**src/rtl/rsa_pkg.sv**
```systemverilog
// Shared types and constants for the RSA modular exponentiation datapath.
// Holds the one-hot engine state encoding, multiplier latency and error codes.
package rsa_pkg;

    typedef enum logic [7:0] {
        S_IDLE  = 8'b0000_0001,
        S_CHECK = 8'b0000_0010,
        S_TOM_X = 8'b0000_0100,
        S_TOM_1 = 8'b0000_1000,
        S_SQ    = 8'b0001_0000,
        S_MUL   = 8'b0010_0000,
        S_FROMM = 8'b0100_0000,
        S_DONE  = 8'b1000_0000
    } state_t;

    localparam logic ERR_NONE    = 1'b0;
    localparam logic ERR_OPERAND = 1'b1;

    // Cycles from a multiplier start pulse to its done pulse.
    function automatic int mm_latency(input int w);
        return w + 2;
    endfunction

endpackage

```
**src/rtl/mont_mult.sv**
```systemverilog
// Radix-2 bit-serial Montgomery multiplier: s = a*b*2^-WIDTH mod m, s < m.
// Ports: clk, rst_n, start (pulse), a, b, m (odd, held), done (pulse), s.
module mont_mult
    import rsa_pkg::*;
#(
    parameter int WIDTH = 64
) (
    input  logic             clk,
    input  logic             rst_n,
    input  logic             start,
    input  logic [WIDTH-1:0] a,
    input  logic [WIDTH-1:0] b,
    input  logic [WIDTH-1:0] m,
    output logic             done,
    output logic [WIDTH-1:0] s
);

    localparam int CW = $clog2(WIDTH + 2);
    localparam logic [CW-1:0] CNT_LOAD = CW'(mm_latency(WIDTH) - 1);
    localparam logic [CW-1:0] CNT_ONE  = CW'(1);

    logic [WIDTH-1:0] a_q;
    logic [WIDTH-1:0] b_q;
    logic [WIDTH+1:0] acc;
    logic [CW-1:0]    cnt;
    logic             run;

    logic [WIDTH+1:0] m_ext;
    logic [WIDTH+1:0] b_ext;
    logic [WIDTH+1:0] sum1;
    logic [WIDTH+1:0] sum2;
    logic [WIDTH+1:0] acc_nxt;
    logic             ge;
    logic [WIDTH-1:0] s_nxt;

    // acc stays below 2m, so acc + b + m < 4m fits in WIDTH+2 bits.
    always_comb begin
        m_ext   = {2'b00, m};
        b_ext   = {2'b00, b_q};
        sum1    = acc + (a_q[0] ? b_ext : '0);
        sum2    = sum1 + (sum1[0] ? m_ext : '0);
        acc_nxt = sum2 >> 1;
        ge      = acc >= m_ext;
        // Result is below m, so the subtraction is exact modulo 2^WIDTH.
        s_nxt   = acc[WIDTH-1:0] - (ge ? m : '0);
    end

    // cnt runs WIDTH+1 down to 2 for the WIDTH iterations, then 1 for
    // the final subtraction, giving done WIDTH+2 cycles after start.
    always_ff @(posedge clk or negedge rst_n) begin
        if (!rst_n) begin
            a_q  <= '0;
            b_q  <= '0;
            acc  <= '0;
            cnt  <= '0;
            run  <= 1'b0;
            done <= 1'b0;
            s    <= '0;
        end else begin
            done <= 1'b0;
            if (start) begin
                a_q <= a;
                b_q <= b;
                acc <= '0;
                cnt <= CNT_LOAD;
                run <= 1'b1;
            end else if (run) begin
                if (cnt == CNT_ONE) begin
                    s    <= s_nxt;
                    done <= 1'b1;
                    run  <= 1'b0;
                end else begin
                    acc <= acc_nxt;
                    a_q <= a_q >> 1;
                end
                cnt <= cnt - CNT_ONE;
            end
        end
    end

endmodule

```
**src/rtl/mont_modexp_engine.sv**
```systemverilog
// Montgomery modular exponentiator z = x^e mod m, left-to-right square-and-multiply.
// Ports: clk, rst_n, in_valid/in_ready + x, e, exp_len, m, r2; out_valid/out_ready + z, err; busy.
module mont_modexp_engine
    import rsa_pkg::*;
#(
    parameter int WIDTH     = 64,
    parameter int EXP_WIDTH = 64,
    localparam int LEN_W    = $clog2(EXP_WIDTH + 1)
) (
    input  logic                 clk,
    input  logic                 rst_n,
    input  logic                 in_valid,
    output logic                 in_ready,
    input  logic [WIDTH-1:0]     x,
    input  logic [EXP_WIDTH-1:0] e,
    input  logic [LEN_W-1:0]     exp_len,
    input  logic [WIDTH-1:0]     m,
    input  logic [WIDTH-1:0]     r2,
    output logic                 out_valid,
    input  logic                 out_ready,
    output logic [WIDTH-1:0]     z,
    output logic                 err,
    output logic                 busy
);

    localparam logic [WIDTH-1:0]     ONE     = WIDTH'(1);
    localparam logic [EXP_WIDTH-1:0] E_ONE   = EXP_WIDTH'(1);
    localparam logic [LEN_W-1:0]     LEN_ONE = LEN_W'(1);
    localparam logic [LEN_W-1:0]     LEN_MAX = LEN_W'(EXP_WIDTH);

    state_t state;
    state_t state_nxt;

    logic [WIDTH-1:0]     x_q;
    logic [EXP_WIDTH-1:0] e_q;
    logic [LEN_W-1:0]     len_q;
    logic [WIDTH-1:0]     m_q;
    logic [WIDTH-1:0]     r2_q;
    logic [WIDTH-1:0]     p_q;
    logic [WIDTH-1:0]     zr_q;
    logic [LEN_W-1:0]     i_q;
    logic                 issued;
    logic [WIDTH-1:0]     z_q;
    logic                 err_q;

    logic             mm_start;
    logic             mm_done;
    logic [WIDTH-1:0] mm_a;
    logic [WIDTH-1:0] mm_b;
    logic [WIDTH-1:0] mm_s;

    logic op_state;
    logic accept;
    logic bad_op;
    logic m_one;
    logic e_bit;
    logic i_zero;

    assign accept = in_valid && (state == S_IDLE);
    assign bad_op = !m_q[0] || (x_q >= m_q) || (len_q > LEN_MAX);
    assign m_one  = (m_q == ONE);
    assign e_bit  = |(e_q & (E_ONE << i_q));
    assign i_zero = (i_q == '0);

    assign in_ready  = (state == S_IDLE);
    assign out_valid = (state == S_DONE);
    assign busy      = (state != S_IDLE);
    assign z         = z_q;
    assign err       = err_q;

    // Start fires on the first cycle of each multiply state only.
    assign mm_start = op_state && !issued;

    always_comb begin
        op_state = 1'b0;
        mm_a     = zr_q;
        mm_b     = zr_q;
        unique case (state)
            S_TOM_X: begin
                op_state = 1'b1;
                mm_a     = x_q;
                mm_b     = r2_q;
            end
            S_TOM_1: begin
                op_state = 1'b1;
                mm_a     = ONE;
                mm_b     = r2_q;
            end
            S_SQ: begin
                op_state = 1'b1;
            end
            S_MUL: begin
                op_state = 1'b1;
                mm_b     = p_q;
            end
            S_FROMM: begin
                op_state = 1'b1;
                mm_b     = ONE;
            end
            default: begin
                op_state = 1'b0;
            end
        endcase
    end

    always_ff @(posedge clk or negedge rst_n) begin
        if (!rst_n) begin
            state <= S_IDLE;
        end else begin
            state <= state_nxt;
        end
    end

    always_comb begin
        state_nxt = state;
        unique case (state)
            S_IDLE: begin
                if (in_valid) state_nxt = S_CHECK;
            end
            S_CHECK: begin
                if (bad_op || m_one) state_nxt = S_DONE;
                else                 state_nxt = S_TOM_X;
            end
            S_TOM_X: begin
                if (mm_done) state_nxt = S_TOM_1;
            end
            S_TOM_1: begin
                if (mm_done) begin
                    if (len_q == '0) state_nxt = S_FROMM;
                    else             state_nxt = S_SQ;
                end
            end
            S_SQ: begin
                if (mm_done) begin
                    if (e_bit)       state_nxt = S_MUL;
                    else if (i_zero) state_nxt = S_FROMM;
                    else             state_nxt = S_SQ;
                end
            end
            S_MUL: begin
                if (mm_done) begin
                    if (i_zero) state_nxt = S_FROMM;
                    else        state_nxt = S_SQ;
                end
            end
            S_FROMM: begin
                if (mm_done) state_nxt = S_DONE;
            end
            S_DONE: begin
                if (out_ready) state_nxt = S_IDLE;
            end
            default: begin
                state_nxt = S_IDLE;
            end
        endcase
    end

    always_ff @(posedge clk or negedge rst_n) begin
        if (!rst_n) begin
            x_q    <= '0;
            e_q    <= '0;
            len_q  <= '0;
            m_q    <= '0;
            r2_q   <= '0;
            p_q    <= '0;
            zr_q   <= '0;
            i_q    <= '0;
            issued <= 1'b0;
            z_q    <= '0;
            err_q  <= ERR_NONE;
        end else begin
            if (mm_start)     issued <= 1'b1;
            else if (mm_done) issued <= 1'b0;

            if (accept) begin
                x_q   <= x;
                e_q   <= e;
                len_q <= exp_len;
                m_q   <= m;
                r2_q  <= r2;
            end

            if (state == S_CHECK) begin
                if (bad_op) begin
                    z_q   <= '0;
                    err_q <= ERR_OPERAND;
                end else if (m_one) begin
                    z_q   <= '0;
                    err_q <= ERR_NONE;
                end
            end

            if (mm_done) begin
                unique case (state)
                    S_TOM_X: begin
                        p_q <= mm_s;
                    end
                    S_TOM_1: begin
                        zr_q <= mm_s;
                        if (len_q != '0) i_q <= len_q - LEN_ONE;
                    end
                    S_SQ: begin
                        zr_q <= mm_s;
                        if (!e_bit && !i_zero) i_q <= i_q - LEN_ONE;
                    end
                    S_MUL: begin
                        zr_q <= mm_s;
                        if (!i_zero) i_q <= i_q - LEN_ONE;
                    end
                    S_FROMM: begin
                        z_q   <= mm_s;
                        err_q <= ERR_NONE;
                    end
                    default: begin
                    end
                endcase
            end
        end
    end

    mont_mult #(
        .WIDTH (WIDTH)
    ) u_mm (
        .clk   (clk),
        .rst_n (rst_n),
        .start (mm_start),
        .a     (mm_a),
        .b     (mm_b),
        .m     (m_q),
        .done  (mm_done),
        .s     (mm_s)
    );

endmodule

```
**config.mk**
```make
export PLATFORM = sky130hd
export DESIGN_NAME = mont_modexp_engine
export DESIGN_NICKNAME = d
export VERILOG_FILES = /design/src/rtl/rsa_pkg.sv /design/src/rtl/mont_mult.sv /design/src/rtl/mont_modexp_engine.sv
export SDC_FILE = /design/constraint.sdc
export NUM_CORES = 2
export LEC_CHECK = 0
export BUFFER_PORTS_ARGS = -buffer_cell sky130_fd_sc_hd__buf_2
export CORE_UTILIZATION = 60
export DETAILED_ROUTE_END_ITERATION = 10
export PLACE_DENSITY = 0.79
export SYNTH_ARGS = -nofsm -noshare
export SYNTH_HDL_FRONTEND = slang
export SYNTH_SLANG_ARGS = --single-unit
```
**constraint.sdc**
```tcl
create_clock -name clk -period 10.5 [get_ports clk]
set_input_delay 1.05 -clock clk [delete_from_list [all_inputs] [get_ports clk]]
set_output_delay 1.05 -clock clk [all_outputs]
set_load 0.01 [all_outputs]
```
; Word-level counts from Yosys, hierarchy flattened
; Cells that the tools add are included.
[op_classes]
n_addsub = 6
multipliers = 0
div_mod_pow = 0
magnitude_cmp = 3
n_eq_ne = 22
shifts = 1
mux = 48
bitwise = 2
n_reduce_logical = 26
[ops]
columns = cell, n
row1 = $mux W64, 11
row2 = $mux W66, 3
row3 = $pmux W64 S3, 1
row4 = $add A66 B66 Y66, 2
row5 = $pmux W64 S2, 1
row6 = $ge A66 B64 Y1, 1
row7 = $and A64 B64 Y64, 1
row8 = $eq A64 B1 Y1 const B, 1
row9 = $ge A64 B64 Y1, 1
row10 = $mux W8, 8
row11 = $pmux W8 S8, 1
row12 = $reduce_or A64 Y1, 1
row13 = $shl A1 B7 Y64 const A, 1
row14 = $sub A64 B64 Y64, 1
row15 = $mux W7, 8
row16 = $pmux W7 S3, 1
row17 = $sub A7 B1 Y7 const B, 3
row18 = $logic_not A7 Y1, 2
row19 = $mux W1, 14
row20 = $ne A2 B1 Y1 const B, 6
row21 = $ne A2 B2 Y1 const B, 5
row22 = $eq A8 B1 Y1 const B, 1
row23 = $eq A8 B2 Y1 const B, 1
row24 = $eq A8 B3 Y1 const B, 1
row25 = other kinds (22), 32
[totals]
ff_bits = 739
latchBits = 0
ram_bits = 0
romBits = 0
input_bits = 267
out_inout_bits = 68
word_cells = 127
mem_count = 0

; Depth between registers and ports, before layout
[logic_depth]
ltp_word = 7
ltp_mapped = 27
depth_no_buf = 25

; Cells and area by module
; From an unflattened synthesis, not the netlist that was laid out.
[unflattened]
cells_unflattened = 5260
area_unflattened_um2 = 46178.0
[modules_own_cells]
columns = module, n_inst, cells_per_inst, area_each_um2, seq_area_each_um2
row1 = mont_mult, 1, 2897, 23874.1, 6656.4
row2 = mont_modexp_engine, 1, 2363, 22303.9, 11812.6

; Worst setup path before layout
; Ideal clock, no wire load.
[synth_timing]
path_type = flip-flop to flip-flop
from = register u_mm.a_q[0]
to = register u_mm.acc[63]
setup_time_ns = 0.119
arrival_ns = 5.793
required_time_ns = 10.381
setup_slack_ns = 4.588
stages_incl_launch_ff = 25
path_buffers = 3
period_less_slack_ns = 5.912
cell_sequence = dfrtp_1 clkbuf_1 clkbuf_1 and2_1 ha_1 a211o_1 o311a_1 a311o_1 a31oi_1 o21ai_1 a41oi_1 o21ai_0 xor2_1 ha_1 clkbuf_1 nand4_1 nor4_1 nand2_1 o32ai_1 o21ai_1 o21ai_1 a41oi_1 o21ai_0 xor3_1 o21a_1
[synth_via]
elab_chain_cells = 7
[synth_rtl]
columns = element, line_no
row1 = "start, declared", mont_mult.sv:22  ; logic [WIDTH-1:0] a_q;
row2 = "start signal, assigned", mont_mult.sv:74  ; a_q <= a_q >> 1;
row3 = $mux W64 (*), mont_mult.sv:40  ; sum1 = acc + (a_q[0] ? b_ext : '0);
row4 = $add A66 B66 Y66 (*), mont_mult.sv:40
row5 = $mux W64, mont_mult.sv:41  ; sum2 = sum1 + (sum1[0] ? m_ext : '0);
row6 = $add A66 B66 Y66 (*), mont_mult.sv:41
row7 = $mux W66 (*), mont_mult.sv:68  ; if (cnt == CNT_ONE) begin
row8 = $mux W66 (*), mont_mult.sv:67  ; end else if (run) begin
row9 = $mux W66 (*), mont_mult.sv:61  ; if (start) begin
row10 = "end signal, assigned", mont_mult.sv:73  ; acc <= acc_nxt;
row11 = "end, declared", mont_mult.sv:24  ; logic [WIDTH+1:0] acc;
; Mark *: on every way between the ends. The rest lies on a longest branch, timed or not. The select of a mux whose other input is x is not followed.
; A chain may end at the register's enable or synchronous reset.

; Final worst setup path
[layout_timing]
from = register m_q[37]
to = register u_mm.s[62]
[layout_via]
elab_chain_cells = 3
[layout_rtl]
columns = element, line_no
row1 = "start, declared", mont_modexp_engine.sv:37  ; logic [WIDTH-1:0] m_q;
row2 = "start signal, assigned", mont_modexp_engine.sv:179  ; m_q <= m;
row3 = $ge A66 B64 Y1, mont_mult.sv:43  ; ge = acc >= m_ext;
row4 = $mux W64 (*), mont_mult.sv:45  ; s_nxt = acc[WIDTH-1:0] - (ge ? m : '0);
row5 = $sub A64 B64 Y64 (*), mont_mult.sv:45
row6 = "end signal, assigned", mont_mult.sv:69  ; s <= s_nxt;
row7 = "end, declared", mont_mult.sv:15  ; output logic [WIDTH-1:0] s
; Mark *: on every way between the ends. The rest lies on a longest branch, timed or not.

==> impl_metrics.csv <==
group,metric,value,unit
pwr,peakVddDrop,0.000164,V
sta,max_slew_margin,12.3,%
sta,max_freq,0.119,GHz
hold_path,worstHoldPathType,"primary input to async pin",
synth,yosys.area.top_type,"dfrtp_1",
synth,synth_xor_xnor_area_share,3.03,%
global_routing,grt_start_max_net_pins,173,
setup_path,end_kind,"flop",
sta,skew,0.0179,ns
floorplan,ioPinCount,335,
status,outcome,"complete, no violations",
clock_tree,postCtsHoldBufs,0,
run,maxCapViolCount,0,
synth,synth_cell_types,93,
sta,period_share,80.3,%
clock_tree,clock_latency,0.65,ns
sta,setup_tns,0,ns
synth,synth_cells,5338,
clock_tree,cts.clk_slew.worst_paths,0.06,ns
floorplan,core-area,75900,um2
sta,finalHoldViolCount,0,
drt,antenna_left,0,
drt,drt-pass1-iter-count,6,
synth,synth_top_area_share,40.0,%
drt,routed_wl,150000,um
setup_path,cpMostUsedCell,"o21ai_0",
synth,yosysMostFrequentCell,"nand2_1",
pwr,pwr_density_cell,323,nW/um2
drt,routedWlPerCell,22.7,um
global_routing,antenna_found_initial,4,
floorplan,die_h,279,um
placed_design,dp.final_hpwl,108000,um
synth,ys.flop_type,"dfrtp_1",
final_layout,area_growth,10.8,%
pwr,leakage,25.5,nW
setup_path,cpMaxStageDelayCell,"a2111oi_2",
floorplan,initial_core_util,60.7,%
sta,rsz0062_at_grt,"no",
clock_tree,cts_root_buf,"clkbuf_16",
global_routing,grt.overflow.total,0,
clock_tree,numCtsBuffers,81,
clock_tree,cts_tree,"done",
setup_path,r2r-end,"u_mm.s[62]",
final_layout,drive_gt1_share,12.7,%
final_layout,fin_nets,6079,
sta,worstMarginPinSlew,1.30,ns
setup_path,crit_arrival,8.97,ns
sta,final_max_slew_viol_count,0,
setup_path,required,11.03,ns
synth,synthAdderAreaFrac,8.84,%
setup_path,crit_chain,"inv_1, ha_1, and3_1, a221oi_1, o21ai_0, a21oi_1, o21ai_0, nor4_1, o31ai_4, buf_4, and2_1, ha_1, fa_1, nor2b_1, o31a_1, o21a_1, o21ai_0, a2111oi_2, o21ai_0, nand2_1, o21ai_0, o2111a_1, a221o_1",
clock_tree,cts-resized-gates,0,
global_routing,grt_pass1_wl,232000,um
setup_path,cp-start-kind,"flop",
floorplan,fp-row-count,101,
global_routing,grt.total_usage,38.2,%
setup_path,max_stage_delay,1.24,ns
synth,yosys.area_share.simple,20.0,%
synth,muxShareOfSynthArea,5.14,%
drt,drc,0,
synth,yosysSeqAreaShare,40.0,%
sta,period_needed,8.43,ns
synth,synth_compound_area_share,19.1,%
synth,synthArstFlopShare,100,%
clock_tree,cts_buffer_depth,3,
clock_tree,cts.sinks,738,
synth,synth_edf_count,0,
synth,yosys-top-cells-count,"nand2_1 (1228), dfrtp_1 (737), a21oi_1 (369)",
synth,netlist_top_cells_area,"dfrtp_1 (40%), nand2_1 (10%), ha_1 (8.7%)",
sta,final-setup-viol-count,0,
synth,syn_area,46100,um2
setup_path,timing_worst_setup_path_type,"flop to flop",
global_routing,grt_pass1_vias,40400,
setup_path,reg2reg_depth,23,
synth,ys_ff_latch,738,
synth,synth_top_family_by_area,"simple AND/OR/NAND/NOR gates",
setup_path,ff2ff_setup_slack,2.07,ns
synth,synth_nets,5929,
floorplan,fp.dieW,279,um
placed_design,io_buffers,334,
synth,synth_warnings,0,
drt,vias,42100,
clock_tree,cts_setup_buffers,0,
synth,syn_avg_cell_area,8.64,um2
setup_path,critical_path_peak_fanout,64,
drt,drt_iter0_markers,4145,
clock_tree,cts_max_level,3,
floorplan,dieArea,78000,um2
drt,vias_per_cell,6.39,
placed_design,place_congestion,1.01,
setup_path,worstReg2RegStart,"m_q[37]",
sta,hold_ws,0.411,ns
-- sequential cells by signal, summed over array words and instances, names as in the netlist --
signal     cells
u_mm.acc      65
state          8
issued         1
err            1
len_q          7
u_mm.done      1
e_q           64
u_mm.cnt       7
r2_q          64
u_mm.a_q      64
u_mm.s        64
zr_q          64
u_mm.run       1
i_q            7
m_q           64
p_q           64
z             64
x_q           64
u_mm.b_q      64
-- cell usage in the layout (no fill, tap or decap), types with 42 or more instances in the layout --
| cell type | Yosys | routed |
|---|---|---|
| nand2_1 | 1228 | 1225 |
| dfrtp_1 | 737 | 737 |
| a21oi_1 | 369 | 369 |
| buf_2 | 42 | 333 |
| ha_1 | 321 | 320 |
| o21ai_0 | 307 | 307 |
| nor2_1 | 259 | 257 |
| a31oi_1 | 159 | 159 |
| and2_1 | 151 | 150 |
| mux2_2 | 134 | 134 |
| inv_1 | 129 | 129 |
| a21o_1 | 129 | 129 |
| xnor2_1 | 92 | 92 |
| mux2i_1 | 86 | 86 |
| clkbuf_16 | 0 | 83 |
| nand4_1 | 80 | 80 |
| a221oi_1 | 74 | 74 |
| a22oi_1 | 68 | 68 |
| xor2_1 | 62 | 62 |
| nor3_1 | 62 | 61 |
| nand3_1 | 60 | 60 |
| nor4_1 | 44 | 43 |
| buf_4 | 4 | 42 |
-- cell type report --
type                            instances  area (um2)
Timing Repair Buffer                  379        2060
Inverter                              132         495
Multi-Input combinational cell       4156       26000
Clock inverter                         41         457
Fill cell                            6287       24900
Clock buffer                          110        2330
Sequential cell                       738       18500
Tap cell                             1030        1290
Antenna cell                            2        5.00
-- critical path: cells and delay by family, from the launching register on --
family	cells	cell delay (ns)
adder cells (fa/ha/maj)	3	0.96
buffers and inverters	2	0.56
AO/OA/AOI/OAI	13	4.21
AND/OR/NAND/NOR	5	1.97
flip-flops	1	0.60
-- cells by family (layout without fill, tap and decap cells) --
group | Yosys count | in the layout
compound gates | 1385 | 1385
xor+xnor | 156 | 156
fa+ha+maj | 324 | 324
buf+inv | 444 | 662
flops | 738 | 738
mux | 220 | 220
other cells | 0 | 2
simple gates | 2071 | 2071
-- stage by stage --
stage	cell area (um2)	worst slack (ns)	util, %	instances	total power (W)
after floorplan	46100	4.59	-	5338	0.0104
after global placement	48300	2.54	63.6	6435	0.0131
after detailed placement	48300	2.47	63.6	6435	0.0132
after CTS	51100	2.41	67.3	6586	0.0163
after global routing	51100	2.02	67.3	6586	0.0175
final	51100	2.07	67.3	6588	0.0165
-- power breakdown --
| part | total [W] | internal [W] | leakage, nW | switching (W) |
|---|---|---|---|---|
| combinational | 0.00876 | 0.00316 | 14.4 | 0.00560 |
| clock | 0.00299 | 0.00174 | 1.38 | 0.00125 |
| sequential | 0.00477 | 0.00377 | 9.69 | 0.00100 |
| total | 0.0165 | 0.00867 | 25.5 | 0.00785 |
-- how the worst max path moves through the flow --
stage / cells past startpoint / start / endpoint / slack (ns)
2_1_floorplan: 24 / u_mm.a_q[0] / u_mm.acc[63] / 4.59
3_3_place_gp: 23 / m_q[37] / u_mm.s[62] / 2.54
3_5_place_dp: 23 / m_q[37] / u_mm.s[62] / 2.47
4_1_cts: 23 / m_q[37] / u_mm.s[62] / 2.41
5_1_grt: 23 / m_q[37] / u_mm.s[62] / 2.02
6_report: 23 / m_q[37] / u_mm.s[62] / 2.07
-- metal layers --
metal  share of wire (%)  vias to the layer above  track usage, %
met5               0.015                        -               0
met4                 4.0                        4            15.4
met3                 7.6                      326            5.19
met2                  46                     1904            60.4
met1                  43                    20600            53.1
li1                    -                    19300               -
No activity file was read; power rests on OpenSTA's default activity.
